--- src/rtl/riscv_if.sv ---
// Instruction fetch stage: issues word-aligned fetches, queues in-order responses
// as {pc, inst} pairs for decode, and flushes/discards stale work on redirect.
module riscv_if #(
    parameter logic [31:0] RESET_PC        = 32'h0000_0000,
    parameter int          FIFO_DEPTH      = 2,
    parameter int          MAX_OUTSTANDING = 2
) (
    input  logic        clk,
    input  logic        rst,
    output logic        imem_req_o,
    output logic [31:0] imem_addr_o,
    input  logic        imem_gnt_i,
    input  logic        imem_rvalid_i,
    input  logic [31:0] imem_rdata_i,
    input  logic        redirect_i,
    input  logic [31:0] redirect_pc_i,
    output logic        inst_valid_o,
    input  logic        inst_ready_i,
    output logic [31:0] pc_o,
    output logic [31:0] inst_o
);
    localparam int          PW  = (FIFO_DEPTH > 1) ? $clog2(FIFO_DEPTH) : 1;
    localparam int          CW  = $clog2(FIFO_DEPTH + 1);
    localparam logic [31:0] NOP = 32'h0000_0013;

    logic [31:0]   fpc_q, fpc_d, rpc_q, rpc_d;
    logic [CW-1:0] inflight_q, inflight_d, discard_q, discard_d, count_q, count_d;
    logic [PW-1:0] rptr_q, rptr_d, wptr_q, wptr_d;
    logic [31:0]   pc_mem_q   [FIFO_DEPTH];
    logic [31:0]   inst_mem_q [FIFO_DEPTH];
    logic [CW:0]   credit_sum;
    logic          issue, push, pop;

    // Stale in-flight requests still hold a slot, so the queue can never overflow.
    assign credit_sum   = {1'b0, inflight_q} + {1'b0, count_q};
    assign imem_req_o   = !rst && !redirect_i
                          && (inflight_q < CW'(MAX_OUTSTANDING))
                          && (credit_sum < (CW+1)'(FIFO_DEPTH));
    assign imem_addr_o  = fpc_q;
    assign inst_valid_o = !rst && (count_q != '0);
    assign pc_o         = inst_valid_o ? pc_mem_q[rptr_q]   : 32'h0;
    assign inst_o       = inst_valid_o ? inst_mem_q[rptr_q] : NOP;

    assign issue = imem_req_o && imem_gnt_i;
    assign push  = imem_rvalid_i && !redirect_i && (discard_q == '0);
    assign pop   = inst_valid_o && inst_ready_i && !redirect_i;

    always_comb begin
        fpc_d      = fpc_q;
        rpc_d      = rpc_q;
        inflight_d = inflight_q;
        discard_d  = discard_q;
        count_d    = count_q;
        rptr_d     = rptr_q;
        wptr_d     = wptr_q;
        if (redirect_i) begin
            fpc_d      = {redirect_pc_i[31:2], 2'b00};
            rpc_d      = {redirect_pc_i[31:2], 2'b00};
            inflight_d = inflight_q - CW'(imem_rvalid_i);
            discard_d  = inflight_q - CW'(imem_rvalid_i);
            count_d    = '0;
            rptr_d     = '0;
            wptr_d     = '0;
        end else begin
            if (issue) fpc_d = fpc_q + 32'd4;
            inflight_d = inflight_q + CW'(issue) - CW'(imem_rvalid_i);
            if (imem_rvalid_i && (discard_q != '0)) discard_d = discard_q - CW'(1);
            if (push) begin
                rpc_d  = rpc_q + 32'd4;
                wptr_d = wptr_q + PW'(1);
            end
            if (pop) rptr_d = rptr_q + PW'(1);
            count_d = count_q + CW'(push) - CW'(pop);
        end
    end

    always_ff @(posedge clk or posedge rst) begin
        if (rst) begin
            fpc_q      <= RESET_PC;
            rpc_q      <= RESET_PC;
            inflight_q <= '0;
            discard_q  <= '0;
            count_q    <= '0;
            rptr_q     <= '0;
            wptr_q     <= '0;
        end else begin
            fpc_q      <= fpc_d;
            rpc_q      <= rpc_d;
            inflight_q <= inflight_d;
            discard_q  <= discard_d;
            count_q    <= count_d;
            rptr_q     <= rptr_d;
            wptr_q     <= wptr_d;
        end
    end

    always_ff @(posedge clk) begin
        if (push) begin
            pc_mem_q[wptr_q]   <= rpc_q;
            inst_mem_q[wptr_q] <= imem_rdata_i;
        end
    end
endmodule

--- config.mk ---
export PLATFORM = sky130hd
export DESIGN_NAME = riscv_if
export DESIGN_NICKNAME = d
export VERILOG_FILES = /design/src/rtl/riscv_if.sv
export SDC_FILE = /design/constraint.sdc
export NUM_CORES = 1
export LEC_CHECK = 0
export CAP_MARGIN = 25
export CORE_MARGIN = 10
export CORE_UTILIZATION = 55
export DETAILED_ROUTE_END_ITERATION = 10
export PLACE_DENSITY = 0.93
export SYNTH_ARGS = -nofsm -noshare
export SYNTH_HDL_FRONTEND = slang
export SYNTH_SLANG_ARGS = --single-unit
export TNS_END_PERCENT = 100
--- constraint.sdc ---
create_clock -name clk -period 7.8 [get_ports clk]
set_clock_uncertainty 0.1 [all_clocks]
set_input_delay 1.95 -clock clk [delete_from_list [all_inputs] [get_ports clk]]
set_output_delay 1.95 -clock clk [all_outputs]
set_load 0.01 [all_outputs]
## After elaboration in Yosys (flattened, before gate mapping)

Memories as Yosys holds them, arrays and structs flattened.
Index checks and enable logic that the tools add are counted.

| cells by class | value |
|---|---|
| add/sub/neg operators | 11 |
| $lt $le $gt $ge | 2 |
| mux-type cells | 16 |
| reduce and logical (&&, ||, !) cells | 19 |

Operator list:

| cell | number |
|---|---|
| 32-bit two-way mux | 6 |
| 32-bit by 3-bit adder with 32-bit output (second input constant) | 2 |
| 2-bit nonzero test | 6 |
| 1-bit logical AND | 10 |
| 2-bit two-way mux | 4 |
| 1-bit two-way mux | 6 |
| 2-bit by 1-bit subtractor with 2-bit output | 3 |
| 2-bit by 1-bit adder with 2-bit output | 2 |
| 2-bit by 2-bit adder with 3-bit output | 1 |
| 3-bit by 2-bit < comparator with 1-bit output (second input constant) | 1 |
| 1-bit adder (second input constant) | 2 |
| 1-bit logical NOT | 2 |
| 2-bit logical NOT | 1 |
| 2-bit < comparator (second input constant) | 1 |
| 2-bit by 1-bit subtractor with 2-bit output (second input constant) | 1 |

| word-level totals | value |
|---|---|
| register bits after elaboration | 72 |
| memory bits (writable) | 128 |
| input bits | 70 |
| logic and storage cells | 57 |
| memories | 2 |

Memory list:

| memory | words | width | read ports | clocked after Yosys merged registers in | wr ports | line | RTL |
|---|---|---|---|---|---|---|---|
| inst_mem_q | 2 | 32 | 1 | 0 | 1 | 30 | `logic [31:0] inst_mem_q [FIFO_DEPTH];` |
| pc_mem_q | 2 | 32 | 1 | 0 | 1 | 29 | `logic [31:0] pc_mem_q [FIFO_DEPTH];` |

## Logic depth before layout (Yosys ltp)

| depth | value |
|---|---|
| depth in word-level cells | 8 |
| gate-level depth with buffers | 13 |
| depth with buffers taken out | 11 |

## Least setup slack after synthesis

Ideal clock, no wire load.

| path | value |
|---|---|
| path kind | input -> output |
| start | input port rst |
| end | output port inst_o[21] |
| data arrival time | 4.478 ns |
| data required time | 5.750 ns |
| setup slack | 1.272 ns |
| stages | 5 |
| buffers on the path | 2 |
| cells stage by stage | inv_1 o21ai_1 clkbuf_1 clkbuf_1 nor2_1 |

| between the ends | value |
|---|---|
| longest elaborated chain between the ends | 3 |

RTL lines:

| item | line | RTL |
|---|---|---|
| start, declared | 9 | `input logic rst,` |
| 1-bit logical NOT (no source line) | n/a |  |
| 1-bit logical AND | 40 | `assign inst_valid_o = !rst && (count_q != '0);` |
| 32-bit two-way mux | 42 | `assign inst_o = inst_valid_o ? inst_mem_q[rptr_q] : NOP;` |
| end, declared | 20 | `output logic [31:0] inst_o` |

Every way passes these cells.

## Worst setup path after layout

| path | value |
|---|---|
| start | input port rst |
| end | output port inst_o[8] |

The elaborated chain is that of the path after synthesis.

==> flow_metrics.env <==
export IMPL_outcome="complete, no violations"
export IMPL_dieHeight_um=144
export IMPL_synth_distinct_cells=50
export IMPL_htreeDepth=4
export IMPL_wirelength_mm=20.2
export IMPL_clkPwrFrac_pct=33.2
export IMPL_drtPass1Iterations=5
export IMPL_antenna_found_initial=0
export IMPL_antennaDiodeCount=0
export IMPL_die_w_um=144
export IMPL_crit_chain="clkdlybuf4s50_1 -> inv_2 -> o21ai_4 -> buf_4 -> nor2_1 -> clkdlybuf4s50_1"
export IMPL_worst_pin_slew_ns=0.929
export IMPL_vdd_drop_max_uv=156
export IMPL_dp_hpwl_mm=13.9
export IMPL_period_share_pct=76.7
export IMPL_drtIter0Drc=544
export IMPL_grt_first_pass_wirelength_mm=31.1
export IMPL_holdBufCountCts=0
export IMPL_p_sw_share_pct=26.4
export IMPL_layout_min_cycle_time_ns=5.99
export IMPL_holdCritPathClass="flop to flop"
export IMPL_start_util_pct=55.9
export IMPL_slew_viol_final=0
export IMPL_wl_per_cell_um=19.3
export IMPL_dp_cells=1015
export IMPL_critPathMaxFanout=31
export IMPL_power_share_sequential_pct=50.7
export IMPL_syn_to_final_growth_pct=27.7
export IMPL_max_slew_margin_pct=37.5
export IMPL_p_per_area_mw_per_mm2=230
export IMPL_avgViaCountPerCell=5.79
export IMPL_yosysWarningCount=0
export IMPL_p_leak_nw=3.76
export IMPL_grt_overflow_total=0
export IMPL_grt_use_total_pct=19.2
export IMPL_cts_root_buffer="clkbuf_16"
export IMPL_grt_max_degree=69
export IMPL_ant_nets=0
export IMPL_io_pins=168
export IMPL_place_gp_congestion=0.892
export IMPL_core_area_mm2=0.0152
export IMPL_syn_mean_instance_area_um2=12.3
export IMPL_p_sw_mw=0.658
export IMPL_drive_gt1_share_pct=6.63
export IMPL_cts_resized=0
export IMPL_cp_end_kind="output port"
export IMPL_die_area_mm2=0.0208
export IMPL_syn_inst=694
export IMPL_drc_errors=0
export IMPL_start_kind="primary input"
export IMPL_hold_viol_final=0
export IMPL_fin_nets=926
export IMPL_path_class="primary input to output port"
export IMPL_p_int_mw=1.84
export IMPL_grt_pass1_vias=5971
export IMPL_via_count=6064
export IMPL_fin_setup_tns_ns=0
export IMPL_setup_violations=0
export IMPL_clock_latency_ns=0.43
export IMPL_maxCapViolCount=0
export IMPL_fmax_mhz=167
export IMPL_synth_area_mm2=0.00850
export IMPL_clockBufferDepth=2
export IMPL_clock_sinks=192
export IMPL_ys_seq_area_share_pct=63.8
export IMPL_holdWs_ns=0.403
export IMPL_synth_edf_count=124
export IMPL_rsz0062_at_grt="false"
export IMPL_combPwrFrac_pct=16.1
export IMPL_cts_tree="done"
export IMPL_path_clk_slew_ns=0.07
export IMPL_io_buffers=161
export IMPL_post_cts_setup_buffers=0
export IMPL_final_cells=1048
export IMPL_cpMostUsedCell="clkdlybuf4s50_1"
export IMPL_slowest_delay_ns=0.52
export IMPL_ys_flop_type="edfxtp_1"
export IMPL_critPathSlowestCell="clkdlybuf4s50_1"
export IMPL_rows=45
export IMPL_crit_required_ns=5.75
export IMPL_cts_made_buffers=17
export IMPL_worstPathArrival_ns=3.94
export IMPL_ys_ff_latch=192
export IMPL_synthArstFlopShare_pct=35.4
[final cells by class]
class | instances | area [um^2]
clock inverter | 10 | 72.6
clock buffer | 22 | 497
tap | 188 | 235
timing repair buffer | 168 | 1680
multi-input combinational | 446 | 2870
inverter | 22 | 82.6
fill | 988 | 4340
sequential | 192 | 5430
[cell usage after synthesis, drive strengths merged, types with 10 or more instances]
master / instances / share of area, %
edfxtp: 124 / 44
nor2: 86 / 3.9
dfrtp: 68 / 20
mux2i: 63 / 7.4
nand2: 63 / 2.8
o21ai: 41 / 2.4
xnor2: 32 / 3.3
clkbuf: 27 / 1.2
nand3: 25 / 1.5
inv: 22 / 0.97
nor4: 13 / 1.1
nor3: 12 / 0.84
a21oi: 11 / 0.65
o211ai: 11 / 0.97
o311ai: 11 / 1.1
buf: 10 / 0.66
nand4: 10 / 0.81
[critical path, delay by kind of cell]
kind                   cells  cell delay [ns]
AND/OR/NAND/NOR            1             0.12
AO/OA/AOI/OAI              1             0.31
buffers and inverters      4             1.54
[metrics by stage]
step	worst slack, ns	util [%]	instance area [um^2]	power (mW)
after floorplan	1.27	-	8520	1.49
after CTS	1.80	71.3	10800	2.50
after global placement	1.86	67.5	10300	1.66
final	1.81	71.5	10900	2.49
after global routing	1.71	71.5	10900	2.59
after detailed placement	1.81	67.5	10300	1.68
[layout by cell type, fill, tap and decap left out, drive strengths merged, types with 5 or more instances in the layout]
master,Yosys,final
xor2,9,9
xnor2,32,32
ha,8,8
dfrtp,68,68
clkbuf,27,22
mux2i,63,63
clkdlybuf4s50,0,160
a31oi,5,5
nor3,12,12
edfxtp,124,124
nand3,25,25
o21ai,41,41
nor4,13,13
a21oi,11,11
clkinv,0,5
buf,10,8
o311ai,11,11
nand2,63,63
and4,5,5
nor2,86,86
inv,22,25
o211ai,11,11
nand4,10,10
and2,5,5
[logic make-up after synthesis]
logic type                 count (synthesis)  synth area share [%]
AOI/OAI and AO/OA                         87                  6.33
DFF                                      192                  63.8
muxes                                     67                  7.94
adders and majority gates                  9                  1.41
and+or+nand+nor                          238                  13.4
other                                      1                0.0441
xor gates and xnor gates                  41                  4.22
buffers and inverters                     59                  2.82
[layer usage]
metal	up-vias	track usage, %	wire length (um)
li1	2818	-	-
met1	2915	24.7	8240
met2	299	30.0	9570
met3	32	5.67	2090
met4	0	7.18	329
met5	-	0	0
[worst paths after layout]
kind	start	end	slack [ns]	cells past startpoint
setup / recovery	rst	inst_o[8]	1.81	6
hold / removal	rpc_q[31]	pc_mem_q[0][31]	0.40	0
max in group asynchronous	rst	rptr_q	4.85	3
min in group asynchronous	rst	imem_addr_o[15]	2.13	3
hold reg to reg	rpc_q[31]	pc_mem_q[0][31]	0.40	0
setup reg to reg	count_q[0]	inflight_q[1]	4.22	11
[state kept, by name (all words and copies together), names as in the netlist]
signal,flops
inst_mem_q,64
rpc_q,30
count_q,2
discard_q,2
rptr_q,1
pc_mem_q,60
imem_addr_o,30
wptr_q,1
inflight_q,2
[power by group through the flow]
stage	Sequential, mW	Clock, mW	Combinational [mW]
finish	1.26	0.829	0.401
global route	1.27	0.874	0.443
CTS	1.27	0.835	0.398
detailed placement	1.29	0	0.394
global placement	1.28	0	0.378
floorplan	1.27	0	0.220
(Power assumes the default switching activity.)
